### src/rtl/rgmii_rx_deserializer.sv
// RGMII receive deserializer: turns q1/q2 pin samples into a byte stream
// with frame delimiting, error reporting and in-band link status.
module rgmii_rx_deserializer #(
  parameter int DATA_WIDTH    = 4,
  parameter int STATUS_FILTER = 4
) (
  input  logic                      clk,
  input  logic                      reset,
  input  logic [1:0]                link_speed,
  input  logic [DATA_WIDTH:0]       q1,
  input  logic [DATA_WIDTH:0]       q2,
  output logic [2*DATA_WIDTH-1:0]   m_rx_data,
  output logic                      m_rx_valid,
  output logic                      m_rx_last,
  output logic                      m_rx_error,
  output logic                      link_up,
  output logic [1:0]                link_speed_status,
  output logic                      full_duplex
);

  localparam int BW = 2 * DATA_WIDTH;
  localparam logic [3:0] FILT = 4'(STATUS_FILTER);

  typedef enum logic [1:0] {RESYNC, IDLE, FRAME} state_t;

  logic [DATA_WIDTH:0]     q1_q, q2_q;
  state_t                  state_q, state_d;
  logic                    ddr_q, ddr_d;
  logic                    phase_q, phase_d;
  logic [DATA_WIDTH-1:0]   low_q, low_d;
  logic [BW-1:0]           hold_q, hold_d;
  logic                    hold_vld_q, hold_vld_d;
  logic                    err_q, err_d;
  logic [BW-1:0]           data_q, data_d;
  logic                    valid_q, valid_d;
  logic                    last_q, last_d;
  logic                    error_q, error_d;
  logic [3:0]              prev_q, prev_d;
  logic [3:0]              cnt_q, cnt_d;
  logic                    link_up_q, link_up_d;
  logic [1:0]              spd_q, spd_d;
  logic                    fdx_q, fdx_d;

  logic                    dv, er, active, take, ddr, frame_end;
  logic [DATA_WIDTH-1:0]   lo, hi;
  logic [3:0]              cand;

  assign dv        = q1_q[DATA_WIDTH];
  assign er        = q1_q[DATA_WIDTH] ^ q2_q[DATA_WIDTH];
  assign lo        = q1_q[DATA_WIDTH-1:0];
  assign hi        = q2_q[DATA_WIDTH-1:0];
  assign cand      = q1_q[3:0];
  assign active    = (state_q != RESYNC);
  assign take      = active && dv;
  assign frame_end = (state_q == FRAME) && !dv;
  // Mode is taken live on the first data cycle, then frozen for the frame.
  assign ddr = (state_q == FRAME) ? ddr_q
             : (link_speed inside {2'b10, 2'b11});

  always_comb begin
    state_d    = state_q;
    ddr_d      = ddr_q;
    phase_d    = phase_q;
    low_d      = low_q;
    hold_d     = hold_q;
    hold_vld_d = 1'b0;
    err_d      = err_q;
    data_d     = data_q;
    valid_d    = 1'b0;
    last_d     = 1'b0;
    error_d    = 1'b0;
    prev_d     = prev_q;
    cnt_d      = cnt_q;
    link_up_d  = link_up_q;
    spd_d      = spd_q;
    fdx_d      = fdx_q;

    unique case (state_q)
      RESYNC: if (!dv) state_d = IDLE;
      IDLE: begin
        if (dv) begin
          state_d = FRAME;
          ddr_d   = ddr;
        end
      end
      FRAME:   if (!dv) state_d = IDLE;
      default: state_d = RESYNC;
    endcase

    if (take) begin
      if (er) err_d = 1'b1;
      if (ddr) begin
        hold_d     = {hi, lo};
        hold_vld_d = 1'b1;
      end else if (!phase_q) begin
        low_d   = lo;
        phase_d = 1'b1;
      end else begin
        hold_d     = {lo, low_q};
        hold_vld_d = 1'b1;
        phase_d    = 1'b0;
      end
    end

    // The held byte leaves one cycle later, once we know whether dv fell.
    if (hold_vld_q) begin
      valid_d = 1'b1;
      data_d  = hold_q;
      last_d  = !dv;
      error_d = !dv && err_q;
    end else if (frame_end && phase_q) begin
      valid_d = 1'b1;
      data_d  = {{DATA_WIDTH{1'b0}}, low_q};
      last_d  = 1'b1;
      error_d = 1'b1;
    end

    if (frame_end) begin
      err_d   = 1'b0;
      phase_d = 1'b0;
    end

    if (active && !dv) begin
      if (er) begin
        cnt_d = 4'd0;
      end else if (cand == prev_q && cnt_q != 4'd0) begin
        if (cnt_q < FILT) cnt_d = cnt_q + 4'd1;
      end else begin
        cnt_d  = 4'd1;
        prev_d = cand;
      end
    end

    if (cnt_q == FILT) begin
      link_up_d = prev_q[0];
      spd_d     = prev_q[2:1];
      fdx_d     = prev_q[3];
    end
  end

  // Input samples are not reset so RESYNC sees the live dv right away.
  always_ff @(posedge clk) begin
    q1_q <= q1;
    q2_q <= q2;
    if (reset) begin
      state_q    <= RESYNC;
      ddr_q      <= 1'b0;
      phase_q    <= 1'b0;
      low_q      <= '0;
      hold_q     <= '0;
      hold_vld_q <= 1'b0;
      err_q      <= 1'b0;
      data_q     <= '0;
      valid_q    <= 1'b0;
      last_q     <= 1'b0;
      error_q    <= 1'b0;
      prev_q     <= '0;
      cnt_q      <= '0;
      link_up_q  <= 1'b0;
      spd_q      <= '0;
      fdx_q      <= 1'b0;
    end else begin
      state_q    <= state_d;
      ddr_q      <= ddr_d;
      phase_q    <= phase_d;
      low_q      <= low_d;
      hold_q     <= hold_d;
      hold_vld_q <= hold_vld_d;
      err_q      <= err_d;
      data_q     <= data_d;
      valid_q    <= valid_d;
      last_q     <= last_d;
      error_q    <= error_d;
      prev_q     <= prev_d;
      cnt_q      <= cnt_d;
      link_up_q  <= link_up_d;
      spd_q      <= spd_d;
      fdx_q      <= fdx_d;
    end
  end

  assign m_rx_data         = data_q;
  assign m_rx_valid        = valid_q;
  assign m_rx_last         = last_q;
  assign m_rx_error        = error_q;
  assign link_up           = link_up_q;
  assign link_speed_status = spd_q;
  assign full_duplex       = fdx_q;

endmodule

### config.mk
export PLATFORM = sky130hd
export DESIGN_NAME = rgmii_rx_deserializer
export DESIGN_NICKNAME = d
export VERILOG_FILES = /design/src/rtl/rgmii_rx_deserializer.sv
export SDC_FILE = /design/constraint.sdc
export NUM_CORES = 1
export LEC_CHECK = 0
export ABC_AREA = 1
export BUFFER_PORTS_ARGS = -buffer_cell sky130_fd_sc_hd__buf_2
export CAP_MARGIN = 20
export CORE_AREA = 2 2 70 72
export DETAILED_ROUTE_END_ITERATION = 6
export DIE_AREA = 0 0 72 74
export PLACE_DENSITY = 0.76
export SLEW_MARGIN = 40
export SYNTH_ARGS = -nofsm -noshare
export SYNTH_HDL_FRONTEND = slang
export SYNTH_SLANG_ARGS = --single-unit
### constraint.sdc
create_clock -name clk -period 1.86 [get_ports clk]
set_input_delay 0.093 -clock clk [delete_from_list [all_inputs] [get_ports clk]]
set_output_delay 0.093 -clock clk [all_outputs]
set_load 0.01 [all_outputs]
[Word level (Yosys, flattened, before mapping)]
Index checks and enable logic that the tools add are counted.
Word-level totals
  bits in registers: 51
  bits of input ports: 14
Operators by class
  order comparisons: 1
  equal/unequal tests: 9
  bitwise logic cells: 6
  add/subtract/negate cells: 1
  reduce and logical (&&, ||, !) cells: 24
  multiplexer cells: 18
Operators by type and width (count)
  $mux W8: 4
  $mux W4: 3
  $reduce_and A2 Y1: 6
  $mux W1: 8
  $reduce_bool A2 Y1: 4
  $eq A2 B2 Y1 const B: 3
  $logic_and A1 B1 Y1: 6
  $reduce_and A3 Y1: 2
  $reduce_or A2 Y1: 3
  $not A1 Y1: 5
  $add A4 B1 Y4 const B: 1
  $eq A4 B3 Y1 const B: 1
  $eq A4 B4 Y1: 1
  $lt A4 B3 Y1 const B: 1
  $mux W2: 2
  $ne A2 B2 Y1 const B: 2
  $pmux W2 S2: 1
  $reduce_bool A4 Y1: 1
  $ne A3 B2 Y1 const B: 1
  $eq A2 B1 Y1 const B: 1
  $logic_not A2 Y1: 1
  $logic_not A1 Y1: 1
  $xor A1 B1 Y1: 1

[Logic depth before layout (Yosys ltp)]
Gate-level depths: netlist of the first run.
  depth after elaboration: 5
  mapped depth: 11

[Worst setup path after synthesis of the first run]
No wires, ideal clock.
  path type: register to register
  start point: reg cnt_q[0]
  end point: reg cnt_q[0]
  buffers on the path: 0
  arrival: 1.271 ns
  stages on the path, launching flop included: 9
  path slack: 0.474 ns
  library setup time: 0.115 ns
  cells stage by stage: dfxtp_1 -> inv_1 -> ha_1 -> nand3_1 -> nand3_1 -> nor2_2 -> nand3_2 -> a21oi_1 -> nor2_1
Between the ends
  cells in the longest elaborated chain, start to end: 4
  elaborated cells on any way between the ends: 9
  those cells by class: 1 x add/sub; 1 x order compare; 1 x eq/ne; 3 x mux; 3 x reduce/logical
Ends and longest elaborated chain
  start: declaration: RTL line 39  | logic [3:0] cnt_q, cnt_d;
  start signal: assignment: RTL line 175  | cnt_q <= cnt_d;
  $add A4 B1 Y4 or $reduce_bool A4 Y1 (tied branches): RTL line 127, 126
  $mux W4 or $logic_and A1 B1 Y1 (tied branches): RTL line 127, 126
  $mux W4 or $ne A3 B2 Y1 (tied branches)
  $mux W4 or $reduce_and A2 Y1 (tied branches)
Several ways; a longest one is shown, not always the timed one. The select of a mux whose other input is x is not followed.
A chain may end at the register's enable or synchronous reset.

[Worst setup path in the final report of the first run]
Ends and elaborated chain as after synthesis.

==> summary.md, run 1 <==
| Metric | Value |
|---|---|
| Outcome | `completed` |
| Clock tree buffer depth | `2` |
| GR met3 Demand/Resource | `4.20%` |
| Share of layout cells above drive strength 1 | `17.8%` |
| Leak | `1.05 nW` |
| Max-cap violations | `0` |
| Commonest non-fill, non-tap cell in the layout | `dfxtp_1` |
| Delay-heaviest family, CP | `simple AND/OR/NAND/NOR gates` |
| Seq cells post-synth | `51` |
| Reg power frac | `54.8%` |
| Crit path DAT | `1.75 ns` |
| Number of global-route vias before repair | `1,471` |
| Initial cell density of the core | `43.4%` |
| Switching share of power | `23.8%` |
| Skew-Pair Late Insertion Delay | `0.31 ns` |
| Post-CTS setup buffers | `0` |
| Core area | `4600 um2` |
| Input/output buffers | `27` |
| Internal Dissipation | `1.63 mW` |
| Post-synthesis cell count | `256` |
| Worst Setup Start Kind | `flip-flop` |
| Sequential fraction of the synthesis area | `51.1%` |
| Yosys top cell by area | `dfxtp_1` |
| CP Buf/Inv Count | `1` |
| First-pass GRT wire length | `6390 um` |
| CP max stage delay | `0.39 ns` |
| Clock sink count | `51` |
| Most frequent cells in the layout | `51 x dfxtp_1, 48 x nand2_1, 35 x o21ai_0` |
| CTS tree | `yes` |
| Hold Crit Class | `input pin to flip-flop` |
| Router iterations before antenna repair | `4` |
| Post-route ant nets | `0` |
| Clk pwr share | `35.6%` |
| GRT Util Overall | `15.3%` |
| Critical path's slowest cell | `dfxtp_1` |
| Yosys top cell area share | `51.1%` |
| Final number of setup-violating endpoints | `0` |
| Peak VDD IR | `0.426 mV` |
| Distinct cells, synth | `26` |
| Root Driver | `clkbuf_8` |
| Minimum clock period | `1.55 ns` |
| Layout area overhead | `20.7%` |
| Syn Nets | `272` |
| GR peak layer | `met2` |
| Setup WS post-layout | `0.307 ns` |
| Post-CTS sizing | `0` |
| Final hold vios | `0` |
| CP Max Fanout | `7` |
| Clock Pin Slew Worst Setup and Hold Paths | `0.09 ns` |
| Required time worst endpoint | `2.06 ns` |
| # hold bufs at CTS | `10` |
| Die Span Y | `74 um` |
| I/O pin count | `29` |
| Die X-Extent | `72 um` |
| Met1 GRT Util | `19.3%` |
| HPWL after DPL | `2660 um` |
| Largest net degree at the start of global routing | `22` |
| Via Count | `1,675` |
| Met2 Usage GRT | `25.0%` |
| Mapped cell area | `2000 um2` |
| Initial antenna violation count | `0` |
| Syn_area_per_cell | `7.80 um2` |
| FP Rows | `25` |
| Total grt overflow | `0` |
| Crit end category | `flip-flop` |
| Relative slew margins | `68.1%` |
| CP Cell Sequence | `inv_1 > ha_1 > nand3_1 > nand3_1 > nor2_2 > nand3_2 > a21oi_1 > nor2_1` |
| Yosys warning count | `0` |
| CTS Buf Count | `5` |
| Setup CP Type | `flip-flop to flip-flop` |
| H-tree depth | `2` |
| Residual DRC | `0` |
| Worst Skew | `0.00899 ns` |
| DIE AREA | `5330 um2` |
| Fmax | `0.644 GHz` |
| Sw Pwr | `0.509 mW` |
| RSZ-0062 raised after global routing | `false` |
| Gpl congestion | `0.756` |
| Setup Total Neg Slack | `0 ns` |
| Nets | `313` |
| Comb power frac | `9.6%` |
| Avg WL per Cell | `10.4 um` |
| Vias/cell | `4.76` |
| Most frequent CP cell | `nand3_1` |
| 1st-iter DRT viols | `70` |
| Fin crit share | `83.5%` |
| Max Slew Vio Count | `0` |
| Worst-Margin Slew | `0.476 ns` |
| Worst slack at placement | `0.311 ns` |
| Total Routed Length | `3670 um` |
| Diode count | `0` |
| Power Density | `885 nW/um2` |
| Largest cells by area after synthesis | `dfxtp_1 51%, nand2_1 9.0%, o21ai_0 8.8%` |
==> synth_stat cells (all sizes together) <==
master,instances
ha,2
buf,3
nor3,2
dfxtp,51
nand2,53
o21a,2
xor2,1
xnor2,2
o21ai,37
nor2,33
inv,30
a21oi,21
nand4,1
a31oi,4
clkbuf,2
nand3,12
==> worst reg2reg max path: cells and delay by family, from the launching register on <==
| family | cells | cell delay (ns) |
|---|---|---|
| compound gates | 1 | 0.17 |
| buf+inv | 1 | 0.06 |
| simple gates | 5 | 0.63 |
| fa+ha+maj | 1 | 0.20 |
| flops | 1 | 0.39 |
==> state kept, by name, summed over array words and instances (netlist names) <==
signal,cells
hold_vld_q,1
link_up,1
cnt_q,4
q2_q,5
m_rx_data,8
link_speed_status,2
m_rx_last,1
state_q,2
err_q,1
q1_q,5
m_rx_valid,1
full_duplex,1
prev_q,4
ddr_q,1
phase_q,1
m_rx_error,1
low_q,4
hold_q,8
==> metrics by stage <==
| stage | power (mW) | instance area (um2) | instances | hold slack, ns | util [%] |
|---|---|---|---|---|---|
| global route | 2.24 | 2410 | 352 | 0.0656 | 52.4 |
| global placement | 1.38 | 2200 | 334 | 0.197 | 47.8 |
| CTS | 2.16 | 2410 | 352 | 0.0616 | 52.4 |
| floorplan | 1.33 | 2000 | 256 | 0.121 | - |
| detailed placement | 1.39 | 2200 | 334 | 0.197 | 47.8 |
| finish | 2.13 | 2410 | 352 | 0.0740 | 52.4 |
==> power groups by stage <==
stage | clock (mW) | combinational [mW] | sequential [mW]
after floorplan | 0 | 0.134 | 1.19
after global placement | 0 | 0.185 | 1.19
after detailed placement | 0 | 0.189 | 1.20
after CTS | 0.780 | 0.206 | 1.17
after global routing | 0.825 | 0.234 | 1.18
final | 0.759 | 0.204 | 1.17
==> kinds of logic (layout without fill, tap and decap cells) <==
| group | count (synthesis) | in the layout | synth area share, % |
|---|---|---|---|
| XOR/XNOR | 3 | 3 | 1.32 |
| AND/OR/NAND/NOR | 101 | 101 | 22.4 |
| adder cells (fa/ha/maj) | 2 | 2 | 1.25 |
| flip-flops | 51 | 51 | 51.1 |
| AO/OA/AOI/OAI | 64 | 64 | 16.7 |
| buffers and inverters | 35 | 77 | 7.21 |
==> layout make-up <==
cell class,count,area (um2)
clock buffer,5,68.8
tap,54,67.6
clock inverter,3,43.8
inverter,30,115
multi-input combinational,170,832
timing repair buffer,39,263
sequential,51,1020
fill,448,2190
==> worst paths after layout <==
check	start	to	slack, ns	cells after the start
max	cnt_q[0]	cnt_q[0]	0.31	8
min	reset	m_rx_data[7]	0.07	2
max reg2reg	cnt_q[0]	cnt_q[0]	0.31	8
min reg2reg	cnt_q[3]	cnt_q[3]	0.45	2
==> per-layer routing <==
layer / up-vias / part of all wire [%]
li1: 906 / -
met1: 727 / 49
met2: 35 / 45
met3: 7 / 4.9
met4: 0 / 1.8
met5: - / 0
(Power assumes the default switching activity.)
==> run 2, diff against run 1 <==
--- a/config.mk
+++ b/config.mk
@@ -11,7 +11,7 @@
 export CORE_AREA = 2 2 70 72
 export DETAILED_ROUTE_END_ITERATION = 6
 export DIE_AREA = 0 0 72 74
-export PLACE_DENSITY = 0.76
+export PLACE_DENSITY = 0.78
 export SLEW_MARGIN = 40
 export SYNTH_ARGS = -nofsm -noshare
 export SYNTH_HDL_FRONTEND = slang
==> constraint.sdc (replaced) <==
create_clock -name clk -period 1.3 [get_ports clk]
set_input_delay 0.065 -clock clk [delete_from_list [all_inputs] [get_ports clk]]
set_output_delay 0.065 -clock clk [all_outputs]
set_load 0.01 [all_outputs]
==> run 2 against run 1 <==
The flow now finishes with violations (setup timing). Cell count rose by 8.2%. First-iteration DRC count fell by 2.9%. Final area rose by 23%. Critical path type unchanged. Highest routed layer unchanged.
==> summary.md, run 2 (same netlist as run 1, synthesis figures left out) <==
| Metric | Value |
|---|---|
| CTS tree | `yes` |
| DIE AREA | `5330 um2` |
| Worst slack at placement | `-0.105 ns` |
| Internal Dissipation | `2.48 mW` |
| Setup CP Type | `flip-flop to flip-flop` |
| First-pass GRT wire length | `7260 um` |
| Residual DRC | `0` |
| Post-layout util | `64.3%` |
| Area of the multi-input gates | `1100 um2` |
| Skew-Pair Late Insertion Delay | `0.31 ns` |
| Vias/cell | `4.87` |
| Total grt overflow | `0` |
| Crit end category | `flip-flop` |
| GRT Util Overall | `17.4%` |
| Total Routed Length | `4600 um` |
| Avg WL per Cell | `12.1 um` |
| 1st-iter DRT viols | `68` |
| RSZ-0062 raised after global routing | `true` |
| Core area | `4600 um2` |
| Clock sink count | `51` |
| Max Slew Vio Count | `0` |
| Most frequent cells in the layout | `42 x dfxtp_1, 40 x nand2_1, 27 x buf_2` |
| Final number of setup-violating endpoints | `9` |
| Root Driver | `clkbuf_8` |
| Post-route cell area | `2960 um2` |
| Diode count | `0` |
| Start of the worst register-to-register path | `state_q[1]` |
| Initial antenna violation count | `0` |
| CP Cell Sequence | `inv_2 > nor2_4 > inv_2 > nand2_4 > nand2_8 > inv_8 > nand3_4 > o21ai_1 > a21oi_1` |
| Leak | `1.28 nW` |
| Via Count | `1,855` |
| Share of layout cells above drive strength 1 | `41.0%` |
| H-tree depth | `2` |
| Most frequent CP cell | `inv_2` |
| Final hold vios | `0` |
| Max-cap violations | `0` |
| CP Max Fanout | `9` |
| Comb power frac | `15.1%` |
| Critical path's slowest cell | `dfxtp_2` |
| Worst Skew | `0.00770 ns` |
| Register area | `1040 um2` |
| Setup WS post-layout | `-0.0504 ns` |
| Number of global-route vias before repair | `1,726` |
| I/O pin count | `29` |
| Failing checks | `setup timing` |
| Hold Crit Class | `input pin to flip-flop` |
| Critical path endpoint | `low_q[0]` |
| Dpl cell area | `2350 um2` |
| Relative slew margins | `74.6%` |
| FP Rows | `25` |
| Clock Pin Slew Worst Setup and Hold Paths | `0.09 ns` |
| Minimum clock period | `1.35 ns` |
| FF-to-FF setup slack | `-0.05 ns` |
| Worst Setup Start Kind | `flip-flop` |
| Required time worst endpoint | `1.50 ns` |
| Layout area overhead | `48.1%` |
| Gpl congestion | `0.785` |
| Worst-Margin Slew | `0.380 ns` |
| CTS Buf Count | `5` |
| Switching share of power | `24.8%` |
| Fin crit share | `104%` |
| Die Span Y | `74 um` |
| Initial cell density of the core | `43.4%` |
| Final hold slack | `0.0448 ns` |
| HPWL after DPL | `2920 um` |
| Post-route ant nets | `0` |
| Commonest non-fill, non-tap cell in the layout | `dfxtp_1` |
| Clk pwr share | `34.0%` |
| Dpl cells | `352` |
| CP max stage delay | `0.34 ns` |
| Nets | `342` |
| Input/output buffers | `27` |
| Router iterations before antenna repair | `4` |
| Peak VDD IR | `0.542 mV` |
| Crit path DAT | `1.55 ns` |
| Power Density | `1120 nW/um2` |
| Fillcell total | `366` |
| CP startpoint | `state_q[1]` |
| Post-route insts no fill | `381` |
| Hold Crit Start | `reset` |
| Fmax | `0.741 GHz` |
| Worst r2r path cells | `9` |
| Outcome | `finished, violations left` |
| Reg2reg end | `low_q[0]` |
| Reg power frac | `50.9%` |
| Die X-Extent | `72 um` |
| Clock tree buffer depth | `2` |
| Largest net degree at the start of global routing | `20` |
| Sw Pwr | `0.818 mW` |
-- run 2: cell count changes in the layout (fill, tap and decap cells not counted), moves of 8 or more --
cell	change
nor2_1	-9
dfxtp_1	-9
nand2_1	-8
o21ai_0	-23
buf_4	+21
o21ai_1	+16
-- run 2: worst min path at each step --
stage	end	slack, ns	cells after the start
2_1_floorplan	q1_q[0]	0.09	0
3_3_place_gp	q2_q[1]	0.17	1
3_5_place_dp	q1_q[0]	0.17	1
4_1_cts	m_rx_data[6]	0.04	2
5_1_grt	m_rx_data[4]	0.06	2
6_report	m_rx_data[4]	0.04	2
-- run 2: per-layer routing --
metal	vias up	share of wire, %	GRT usage, %
met3	7	3.3	3.25
met1	843	45	20.7
li1	970	-	-
met4	0	1.9	8.39
met2	35	50	30.5
met5	-	0	0
-- run 2: cell type report --
type	instances	share of cell area, %
inverters	30	4.40
well taps	54	2.28
flip-flops and latches	51	35.1
clock inverters	2	1.18
repair buffers	65	16.6
clock buffers	6	2.79
multi-input cells	172	37.3
repair inverters	1	0.381
-- run 2: through the flow --
stage               TNS [ns]  power, mW
floorplan                  0       1.91
global placement      -0.619       2.02
detailed placement     -1.33       2.03
CTS                  -0.0940       3.23
global route           -1.39       3.44
finish                -0.178       3.30
-- run 2: repair_timing --
item | in CTS | in global routing
setup endpoints to repair | 22 | 31
buffers inserted | 5 | 3
hold buffers | 10 | 0
hold endpoints to repair | 10 | 0
gates cloned | 3 | 1
gates resized for setup | 36 | 68
pin swaps | 15 | 24
-- run 2: power groups by stage --
stage          logic (mW)  clock network, mW  registers, mW
2_1_floorplan       0.200                  0           1.71
3_3_place_gp        0.317                  0           1.70
3_5_place_dp        0.325                  0           1.71
4_1_cts             0.407               1.15           1.68
5_1_grt             0.546               1.21           1.69
6_report            0.499               1.12           1.68
-- run 2: worst max-delay path, delay by kind of cell, from the launching register on --
| family | cells | cell delay, ns |
|---|---|---|
| flip-flops | 1 | 0.34 |
| AND/OR/NAND/NOR | 4 | 0.44 |
| AO/OA/AOI/OAI | 2 | 0.26 |
| buffers and inverters | 3 | 0.20 |
==> run 3, diff against run 2 <==
--- a/config.mk
+++ b/config.mk
@@ -8,10 +8,10 @@
 export ABC_AREA = 1
 export BUFFER_PORTS_ARGS = -buffer_cell sky130_fd_sc_hd__buf_2
 export CAP_MARGIN = 20
-export CORE_AREA = 2 2 70 72
+export CORE_AREA = 2 2 85 87
 export DETAILED_ROUTE_END_ITERATION = 6
-export DIE_AREA = 0 0 72 74
-export PLACE_DENSITY = 0.78
+export DIE_AREA = 0 0 87 89
+export PLACE_DENSITY = 0.6
 export SLEW_MARGIN = 40
 export SYNTH_ARGS = -nofsm -noshare
 export SYNTH_HDL_FRONTEND = slang
==> run 3 against run 2 <==
Setup slack got worse by 0.0025 ns. First-iteration DRC count is 24% higher. Register-to-register slack hardly changed. Largest cell class unchanged. Total power down 6.5%. Sequential share of layout area hardly changed. Count of clock-buffer cells in the layout stayed put. Worst hold slack improved by 0.068 ns. The run still ends with setup timing left.
==> summary.md, run 3 (same netlist as run 1, synthesis figures left out) <==
| Metric | Value |
|---|---|
| Total grt overflow | `0` |
| Residual DRC | `0` |
| Router iterations before antenna repair | `6` |
| Power Total | `3.09 mW` |
| Relative slew margins | `76.5%` |
| Minimum clock period | `1.35 ns` |
| I/O pin count | `29` |
| Post-route cell area | `2940 um2` |
| CTS tree | `yes` |
| RSZ-0062 raised after global routing | `true` |
| Avg WL per Cell | `11.2 um` |
| Power Density | `1050 nW/um2` |
| Nets | `347` |
| Most frequent cells in the layout | `44 x dfxtp_1, 39 x nand2_1, 29 x buf_4` |
| Commonest non-fill, non-tap cell in the layout | `dfxtp_1` |
| Setup WS post-layout | `-0.0529 ns` |
| Hold Crit Class | `input pin to flip-flop` |
| Worst Skew | `0.00645 ns` |
| CTS Buf Count | `5` |
| Required time worst endpoint | `1.50 ns` |
| Initial cell density of the core | `29.7%` |
| Post-route ant nets | `0` |
| Dpl cells | `382` |
| Post-route insts no fill | `411` |
| Peak VDD IR | `0.654 mV` |
| Crit path DAT | `1.55 ns` |
| Fmax | `0.739 GHz` |
| Clock sink count | `51` |
| First-pass GRT wire length | `7440 um` |
| Diode count | `0` |
| H-tree depth | `2` |
| Failing checks | `setup timing` |
| Input/output buffers | `27` |
| Clock Pin Slew Worst Setup and Hold Paths | `0.09 ns` |
| Max-cap violations | `0` |
| Layout area overhead | `47.4%` |
| Crit end category | `flip-flop` |
| Worst Setup Start Kind | `flip-flop` |
| Outcome | `finished, violations left` |
| Via Count | `1,823` |
| Gpl congestion | `0.786` |
| Worst r2r path cells | `9` |
| Number of global-route vias before repair | `1,653` |
| Critical path's slowest cell | `dfxtp_2` |
| Hold path depth | `3` |
| Final hold vios | `0` |
| Vias/cell | `4.44` |
| DIE AREA | `7740 um2` |
| Total Routed Length | `4620 um` |
| Skew-Pair Late Insertion Delay | `0.30 ns` |
| Setup CP Type | `flip-flop to flip-flop` |
| Leak | `1.26 nW` |
| Core area | `6720 um2` |
| Die Span Y | `89 um` |
| Initial antenna violation count | `0` |
| 1st-iter DRT viols | `84` |
| FP Rows | `30` |
| CP Cell Sequence | `buf_4 > buf_4 > nor2_4 > nor2_4 > buf_4 > nand2_8 > inv_8 > nor2_4 > nor2_1` |
| GRT Util Overall | `12.4%` |
| Fin crit share | `104%` |
| Dpl cell area | `2420 um2` |
| Final number of setup-violating endpoints | `12` |
| Die X-Extent | `87 um` |
| Clock tree buffer depth | `2` |
| HPWL after DPL | `3150 um` |
| Share of layout cells above drive strength 1 | `39.6%` |
| FF-to-FF setup slack | `-0.05 ns` |
| Root Driver | `clkbuf_8` |
| Max Slew Vio Count | `0` |
| Worst-Margin Slew | `0.351 ns` |
| CP max stage delay | `0.33 ns` |
| Fillcell total | `679` |
| CP Max Fanout | `9` |
| Largest net degree at the start of global routing | `25` |
run 3: cell types whose count changed in the layout (fill, tap and decap cells not counted), moves of 3 or more:
| cell | change |
|---|---|
| nand2_2 | +3 |
| o21ai_0 | +7 |
| buf_4 | +7 |
| nor2_2 | -5 |
| o21ai_2 | -4 |
| nor2_4 | +3 |
| o21ai_1 | -3 |
run 3: area by class of cell:
class	count	area [um2]	share of cell area [%]
Clock inverter	1	5.00	0.170
Tap cell	80	100	3.40
Inverter	30	123	4.16
Timing Repair Buffer	72	529	18.0
Sequential cell	51	1030	35.1
Clock buffer	6	82.6	2.80
Multi-Input combinational cell	171	1070	36.4
run 3: per-stage QoR:
| step | utilization (%) | setup WS, ns | hold slack, ns | setup TNS (ns) |
|---|---|---|---|---|
| after global routing | 43.8 | -0.118 | 0.111 | -1.64 |
| after detailed placement | 36.1 | -0.0903 | 0.169 | -1.41 |
| final | 43.8 | -0.0529 | 0.113 | -0.361 |
| after global placement | 36.1 | -0.0533 | 0.169 | -0.590 |
| after floorplan | - | 0.0171 | 0.0927 | 0 |
| after CTS | 41.2 | -0.0340 | 0.0998 | -0.113 |
run 3: where the power goes:
group / leakage (nW) / total (mW) / internal (mW) / switching, mW
logic: 0.794 / 0.492 / 0.237 / 0.255
clock network: 0.0470 / 0.917 / 0.419 / 0.499
registers: 0.419 / 1.68 / 1.63 / 0.0487
total: 1.26 / 3.09 / 2.29 / 0.803
run 3: final timing paths:
| kind | from | endpoint |
|---|---|---|
| setup / recovery | state_q[1] | hold_q[1] |
| hold / removal | reset | cnt_q[3] |
| setup reg to reg | state_q[1] | hold_q[1] |
| hold reg to reg | cnt_q[3] | cnt_q[3] |
run 3: timing repair:
action,in CTS,in global routing
resized for setup,36,46
endpoints found under the hold margin,10,0
endpoints found under the setup margin,21,32
gates cloned,1,0
pin swaps,13,18
buffers inserted,5,7
hold buffers,10,0
run 3: layer usage:
layer | GRT usage [%] | up-vias | wire length (um) | share of wire, %
li1 | - | 977 | - | -
met1 | 15.0 | 811 | 2130 | 46
met2 | 20.9 | 29 | 2220 | 48
met3 | 3.97 | 6 | 194 | 4.2
met4 | 4.26 | 0 | 78 | 1.7
met5 | 0 | - | 0 | 0
run 3: worst max-delay path, delay by kind of cell, from the launching register on:
| family | cells | cell delay, ns |
|---|---|---|
| buf+inv | 4 | 0.47 |
| flops | 1 | 0.33 |
| simple gates | 5 | 0.44 |
